File: src/rtl/z_trap_sequencer.sv
// Trap sequencer: turns a detected exception into a CSR write plus fetch redirect,
// and turns a retiring MRET into a redirect back to mepc.
module z_trap_sequencer #(
  parameter int DATA_WIDTH = 32,
  parameter int PC_WIDTH   = 32
) (
  input  logic                  z_clk,
  input  logic                  z_rst,
  input  logic                  exception_valid_i,
  input  logic [7:0]            exception_id_i,
  input  logic [PC_WIDTH-1:0]   exception_pc_i,
  input  logic [DATA_WIDTH-1:0] exception_tval_i,
  input  logic [DATA_WIDTH-1:0] exception_handler_addr_i,
  input  logic                  mret_valid_i,
  input  logic [PC_WIDTH-1:0]   csr_mepc_i,
  input  logic                  stall_valid_i,
  input  logic                  debug_mode_valid_i,
  output logic                  csr_trap_we_o,
  output logic [DATA_WIDTH-1:0] csr_mcause_o,
  output logic [PC_WIDTH-1:0]   csr_mepc_o,
  output logic [DATA_WIDTH-1:0] csr_mtval_o,
  output logic                  mstatus_mie_o,
  output logic                  mstatus_mpie_o,
  output logic                  flush_o,
  output logic                  pc_redirect_valid_o,
  output logic [PC_WIDTH-1:0]   pc_redirect_addr_o,
  output logic                  trap_busy_o
);

  typedef enum logic [1:0] {
    S_IDLE     = 2'b00,
    S_CAPTURE  = 2'b01,
    S_REDIRECT = 2'b10,
    S_RETURN   = 2'b11
  } state_t;

  localparam logic [7:0] ECALL_ID = 8'd11;

  state_t                r_state;
  state_t                w_state_next;
  logic                  w_sample;
  logic                  w_take_trap;
  logic                  w_take_mret;
  logic                  w_next_active;
  logic [PC_WIDTH-1:0]   r_target;
  logic                  r_trap_we;
  logic [DATA_WIDTH-1:0] r_mcause;
  logic [PC_WIDTH-1:0]   r_mepc;
  logic [DATA_WIDTH-1:0] r_mtval;
  logic                  r_mie;
  logic                  r_mpie;
  logic                  r_flush;
  logic                  r_redirect_valid;
  logic [PC_WIDTH-1:0]   r_redirect_addr;
  logic                  r_busy;

  // Request qualification; exception has priority over MRET.
  always_comb begin
    w_sample      = ~stall_valid_i & ~debug_mode_valid_i;
    w_take_trap   = w_sample & exception_valid_i;
    w_take_mret   = w_sample & mret_valid_i & ~exception_valid_i;
    w_next_active = (w_state_next != S_IDLE);
  end

  // State register.
  always_ff @(posedge z_clk or posedge z_rst) begin
    if (z_rst) begin
      r_state <= S_IDLE;
    end else begin
      r_state <= w_state_next;
    end
  end

  // Next-state logic; only IDLE looks at requests, the other states always complete.
  always_comb begin
    w_state_next = S_IDLE;
    case (r_state)
      S_IDLE: begin
        if (w_take_trap) begin
          w_state_next = S_CAPTURE;
        end else if (w_take_mret) begin
          w_state_next = S_RETURN;
        end else begin
          w_state_next = S_IDLE;
        end
      end
      S_CAPTURE:  w_state_next = S_REDIRECT;
      S_REDIRECT: w_state_next = S_IDLE;
      S_RETURN:   w_state_next = S_IDLE;
      default:    w_state_next = S_IDLE;
    endcase
  end

  // Outputs are registered from the next state so they line up with the state they belong to.
  always_ff @(posedge z_clk or posedge z_rst) begin
    if (z_rst) begin
      r_trap_we        <= 1'b0;
      r_flush          <= 1'b0;
      r_redirect_valid <= 1'b0;
      r_busy           <= 1'b0;
      r_mcause         <= {DATA_WIDTH{1'b0}};
      r_mepc           <= {PC_WIDTH{1'b0}};
      r_mtval          <= {DATA_WIDTH{1'b0}};
      r_target         <= {PC_WIDTH{1'b0}};
      r_redirect_addr  <= {PC_WIDTH{1'b0}};
    end else begin
      r_trap_we        <= (w_state_next == S_CAPTURE);
      r_redirect_valid <= (w_state_next == S_REDIRECT) || (w_state_next == S_RETURN);
      r_flush          <= w_next_active;
      r_busy           <= w_next_active;
      if (w_state_next == S_CAPTURE) begin
        r_mcause <= DATA_WIDTH'(exception_id_i);
        r_mepc   <= {exception_pc_i[PC_WIDTH-1:2], 2'b00};
        r_mtval  <= (exception_id_i == ECALL_ID) ? {DATA_WIDTH{1'b0}} : exception_tval_i;
        r_target <= PC_WIDTH'(exception_handler_addr_i);
      end
      if (w_state_next == S_REDIRECT) begin
        r_redirect_addr <= r_target;
      end else if (w_state_next == S_RETURN) begin
        r_redirect_addr <= csr_mepc_i;
      end
    end
  end

  // mstatus interrupt-enable stack: push on trap entry, pop on MRET.
  always_ff @(posedge z_clk or posedge z_rst) begin
    if (z_rst) begin
      r_mie  <= 1'b0;
      r_mpie <= 1'b0;
    end else if (r_state == S_CAPTURE) begin
      r_mpie <= r_mie;
      r_mie  <= 1'b0;
    end else if (r_state == S_RETURN) begin
      r_mie  <= r_mpie;
      r_mpie <= 1'b1;
    end
  end

  assign csr_trap_we_o       = r_trap_we;
  assign csr_mcause_o        = r_mcause;
  assign csr_mepc_o          = r_mepc;
  assign csr_mtval_o         = r_mtval;
  assign mstatus_mie_o       = r_mie;
  assign mstatus_mpie_o      = r_mpie;
  assign flush_o             = r_flush;
  assign pc_redirect_valid_o = r_redirect_valid;
  assign pc_redirect_addr_o  = r_redirect_addr;
  assign trap_busy_o         = r_busy;

endmodule

File: config.mk
export PLATFORM = sky130hd
export DESIGN_NAME = z_trap_sequencer
export DESIGN_NICKNAME = d
export VERILOG_FILES = /design/src/rtl/z_trap_sequencer.sv
export SDC_FILE = /design/constraint.sdc
export NUM_CORES = 1
export LEC_CHECK = 0
export ABC_AREA = 0
export CORE_AREA = 2 2 131 121
export DETAILED_ROUTE_END_ITERATION = 10
export DIE_AREA = 0 0 133 123
export GPL_TIMING_DRIVEN = 0
export PLACE_DENSITY = 0.77
export SETUP_SLACK_MARGIN = 0.02
export SLEW_MARGIN = 20
export SYNTH_ARGS = -nofsm -noshare
export SYNTH_HDL_FRONTEND = slang
export SYNTH_SLANG_ARGS = --single-unit
File: constraint.sdc
create_clock -name z_clk -period 6.6 [get_ports z_clk]
set_input_delay 1.32 -clock z_clk [delete_from_list [all_inputs] [get_ports z_clk]]
set_output_delay 1.32 -clock z_clk [all_outputs]
set_load 0.05 [all_outputs]
==> impl_metrics.env <==
export IMPL_status="finished clean"
export IMPL_end_kind="register"
export IMPL_critPathBufInv=3
export IMPL_final_area_sq_um=9310
export IMPL_final_nets=871
export IMPL_arrival_ns=3.43
export IMPL_totalWireLength_microns=16600
export IMPL_finalWorstSetupSlack_ns=3.46
export IMPL_synthDistinctLibCells=28
export IMPL_maxSlewHeadroom_pct=59.5
export IMPL_p_total_mw=3.61
export IMPL_cts_resized=0
export IMPL_synth_top_cell_area_share_pct=59.4
export IMPL_synth_top_family_by_area="compound AO/OA/AOI/OAI gates"
export IMPL_floorplan_io_pins=276
export IMPL_numPortBuffers=246
export IMPL_dp_hpwl_microns=12100
export IMPL_antenna_cells=0
export IMPL_yosysTopAreaCell="dfrtp_1"
export IMPL_postPlaceCellArea_sq_um=8740
export IMPL_max_slew_worst_pin_slew_ns=0.608
export IMPL_dpl_worst_slack_ns=2.97
export IMPL_postCtsSetupBuffers=0
export IMPL_synth_xor_xnor_area_share_pct=0
export IMPL_synth_area_sq_um=5890
export IMPL_syn_to_final_growth_pct=57.9
export IMPL_post_route_min_period_ns=3.14
export IMPL_vias=4601
export IMPL_cts_path_max_buffers=2
export IMPL_antenna_found_initial=0
export IMPL_critical_path_slowest_cell="nor4_4"
export IMPL_cts_num_sinks=140
export IMPL_cts_root_buffer="clkbuf_16"
export IMPL_synth_ff_type="dfrtp_1"
export IMPL_rows=43
export IMPL_layout_commonest_cell="clkdlybuf4s50_1"
export IMPL_ir_drop_v=0.000269
export IMPL_yosysWarnings=0
export IMPL_fin_worst_skew_ns=0.00774
export IMPL_numCtsBuffers=17
export IMPL_fillers=1185
export IMPL_path_max_fanout=10
export IMPL_grt_max_degree=87
export IMPL_power_density_nw_per_um2=388
export IMPL_cp_required_ns=6.89
export IMPL_hold_violations=0
export IMPL_finalCritPeriodShare_pct=47.5
export IMPL_track_usage_pct=20.6
export IMPL_synth_compound_area_share_pct=14.4
export IMPL_start_util_pct=39.3
export IMPL_worst_hold_path_type="register to register"
export IMPL_clk_latency_ns=0.41
export IMPL_maxCapViolations=0
export IMPL_viasPerCell=4.87
export IMPL_drive_gt1_share_pct=24.5
export IMPL_setup_viol=0
export IMPL_switching_share_pct=38.3
export IMPL_wl_per_cell_microns=17.6
export IMPL_h_tree_depth=4
export IMPL_grt_pass1_vias=4970
export IMPL_async_flop_share_pct=100
export IMPL_synthSimpleGateAreaFrac_pct=5.35
export IMPL_max_freq_ghz=0.319
export IMPL_synth_seq_area_share_pct=59.4
export IMPL_fp_dieW_microns=133
export IMPL_mostFrequentLayoutCells="clkdlybuf4s50_1, dfrtp_1, mux2_2, nand3_1, o2bb2ai_1"
export IMPL_muxShareOfSynthArea_pct=13.4
export IMPL_syn_area_per_cell_sq_um=13.5
export IMPL_grt_overflow=0
export IMPL_path_delay_family="buffers and inverters"
export IMPL_power_clock_fraction_pct=25.6
export IMPL_core_area_sq_um=15000
export IMPL_start_kind="input port"
export IMPL_ys_seq_elements=140
export IMPL_seqPwrFrac_pct=33.8
export IMPL_synth_edff_count=0
export IMPL_p_switching_mw=1.38
export IMPL_slowest_delay_ns=0.51
export IMPL_drv_slew=0
export IMPL_synth_fa_ha_area_share_pct=0
export IMPL_p_leak_nw=3.93
export IMPL_drt_pre_antenna_iters=4
export IMPL_die_h_microns=123
export IMPL_holdWs_ns=0.488
export IMPL_path_clk_slew_ns=0.06
export IMPL_ctsHoldBuffers=0
export IMPL_path_class="input port to register"
export IMPL_synthCells=438
export IMPL_r2r_setup_slack_ns=4.26
export IMPL_ant_nets=0
export IMPL_finalWeightedCongestion=0.791
export IMPL_rsz0062_at_grt="false"
export IMPL_grt_pass1_wl_microns=25900
export IMPL_drc=0
export IMPL_path_cells="clkdlybuf4s50_1, nor4_4, nand2_2, inv_2, buf_2, mux2_2"
export IMPL_combPwrFrac_pct=40.6
export IMPL_die_area_sq_um=16400
export IMPL_p_int_mw=2.23
export IMPL_synth_area_leaders="dfrtp_1, mux2_2, o221a_2"
export IMPL_drt_iter0_drc=184
export IMPL_cts_tree="yes"
## sequential cells by signal, indices dropped and copies added (netlist names)
signal               count
csr_mcause_o             8
csr_mepc_o              30
csr_mtval_o             32
csr_trap_we_o            1
mstatus_mie_o            1
mstatus_mpie_o           1
pc_redirect_addr_o      32
pc_redirect_valid_o      1
r_state                  1
r_target                32
trap_busy_o              1
## synth_stat cells, types with 6 or more instances
cell type / number
a2bb2oi_1: 21
o221a_2: 31
nand3_1: 33
buf_1: 8
inv_1: 24
dfrtp_1: 140
or2_2: 12
buf_4: 29
buf_2: 6
clkbuf_1: 16
o2bb2ai_1: 32
mux2_2: 70
## stage by stage
stage / cells / setup TNS [ns] / utilization (%)
2_1_floorplan: 463 / 0 / -
3_3_place_gp: 911 / -41.39 / 58.0
3_5_place_dp: 912 / 0 / 58.2
4_1_cts: 944 / 0 / 62.0
5_1_grt: 944 / 0 / 62.0
6_report: 944 / 0 / 62.0
## logic make-up (layout without fill, tap and decap cells)
| kind of cell | Yosys count | count (layout) |
|---|---|---|
| other | 1 | 26 |
| flip-flops | 140 | 140 |
| multiplexers | 70 | 70 |
| buffers and inverters | 84 | 363 |
| AO/OA/AOI/OAI | 89 | 89 |
| AND/OR/NAND/NOR | 54 | 54 |
## path summary, 6_finish.rpt
kind,startpoint,to,cells after the start
min in group asynchronous,z_rst,csr_mepc_o[18]$_DFFE_PP0N_,2
max in group asynchronous,z_rst,r_target[9]$_DFFE_PP0N_,3
worst min-delay path,csr_mtval_o[7]$_DFFE_PP0N_,csr_mtval_o[7]$_DFFE_PP0N_,1
worst min register to register,csr_mtval_o[7]$_DFFE_PP0N_,csr_mtval_o[7]$_DFFE_PP0N_,1
worst max register to register,pc_redirect_valid_o$_DFF_PP0_,r_target[19]$_DFFE_PP0N_,6
worst max-delay path,debug_mode_valid_i,r_target[19]$_DFFE_PP0N_,6
## worst reg2reg max path: stages, from the launching register on
cell,delay [ns]
dfrtp_1,0.37
buf_2,0.17
nor4_4,0.53
nand2_2,0.28
inv_2,0.20
buf_2,0.28
mux2_2,0.37
## routing by layer
| metal | GRT usage [%] | part of all wire, % | vias up |
|---|---|---|---|
| met3 | 7.87 | 7.8 | 19 |
| met2 | 35.0 | 50 | 165 |
| met4 | 7.19 | 1.6 | 0 |
| met1 | 24.2 | 40 | 2288 |
| li1 | - | - | 2129 |
| met5 | 0 | 0 | - |
## cell type report
cell class / count / area [sq um] / area share [%]
sequential: 140 / 3500 / 37.6
timing repair buffer: 247 / 2490 / 26.8
multi-input combinational: 239 / 2050 / 22.0
clock buffer: 21 / 450 / 4.84
buffer: 59 / 338 / 3.63
tap: 202 / 253 / 2.72
clock inverter: 11 / 120 / 1.29
inverter: 25 / 101 / 1.09
## power by group through the flow
stage	Combinational (mW)	Clock, mW	Sequential (mW)
6_report	1.46	0.925	1.22
5_1_grt	1.52	0.989	1.25
4_1_cts	1.48	0.943	1.22
3_5_place_dp	1.47	0	1.23
3_3_place_gp	1.45	0	1.21
2_1_floorplan	0.348	0	1.81
(Power assumes the default switching activity.)
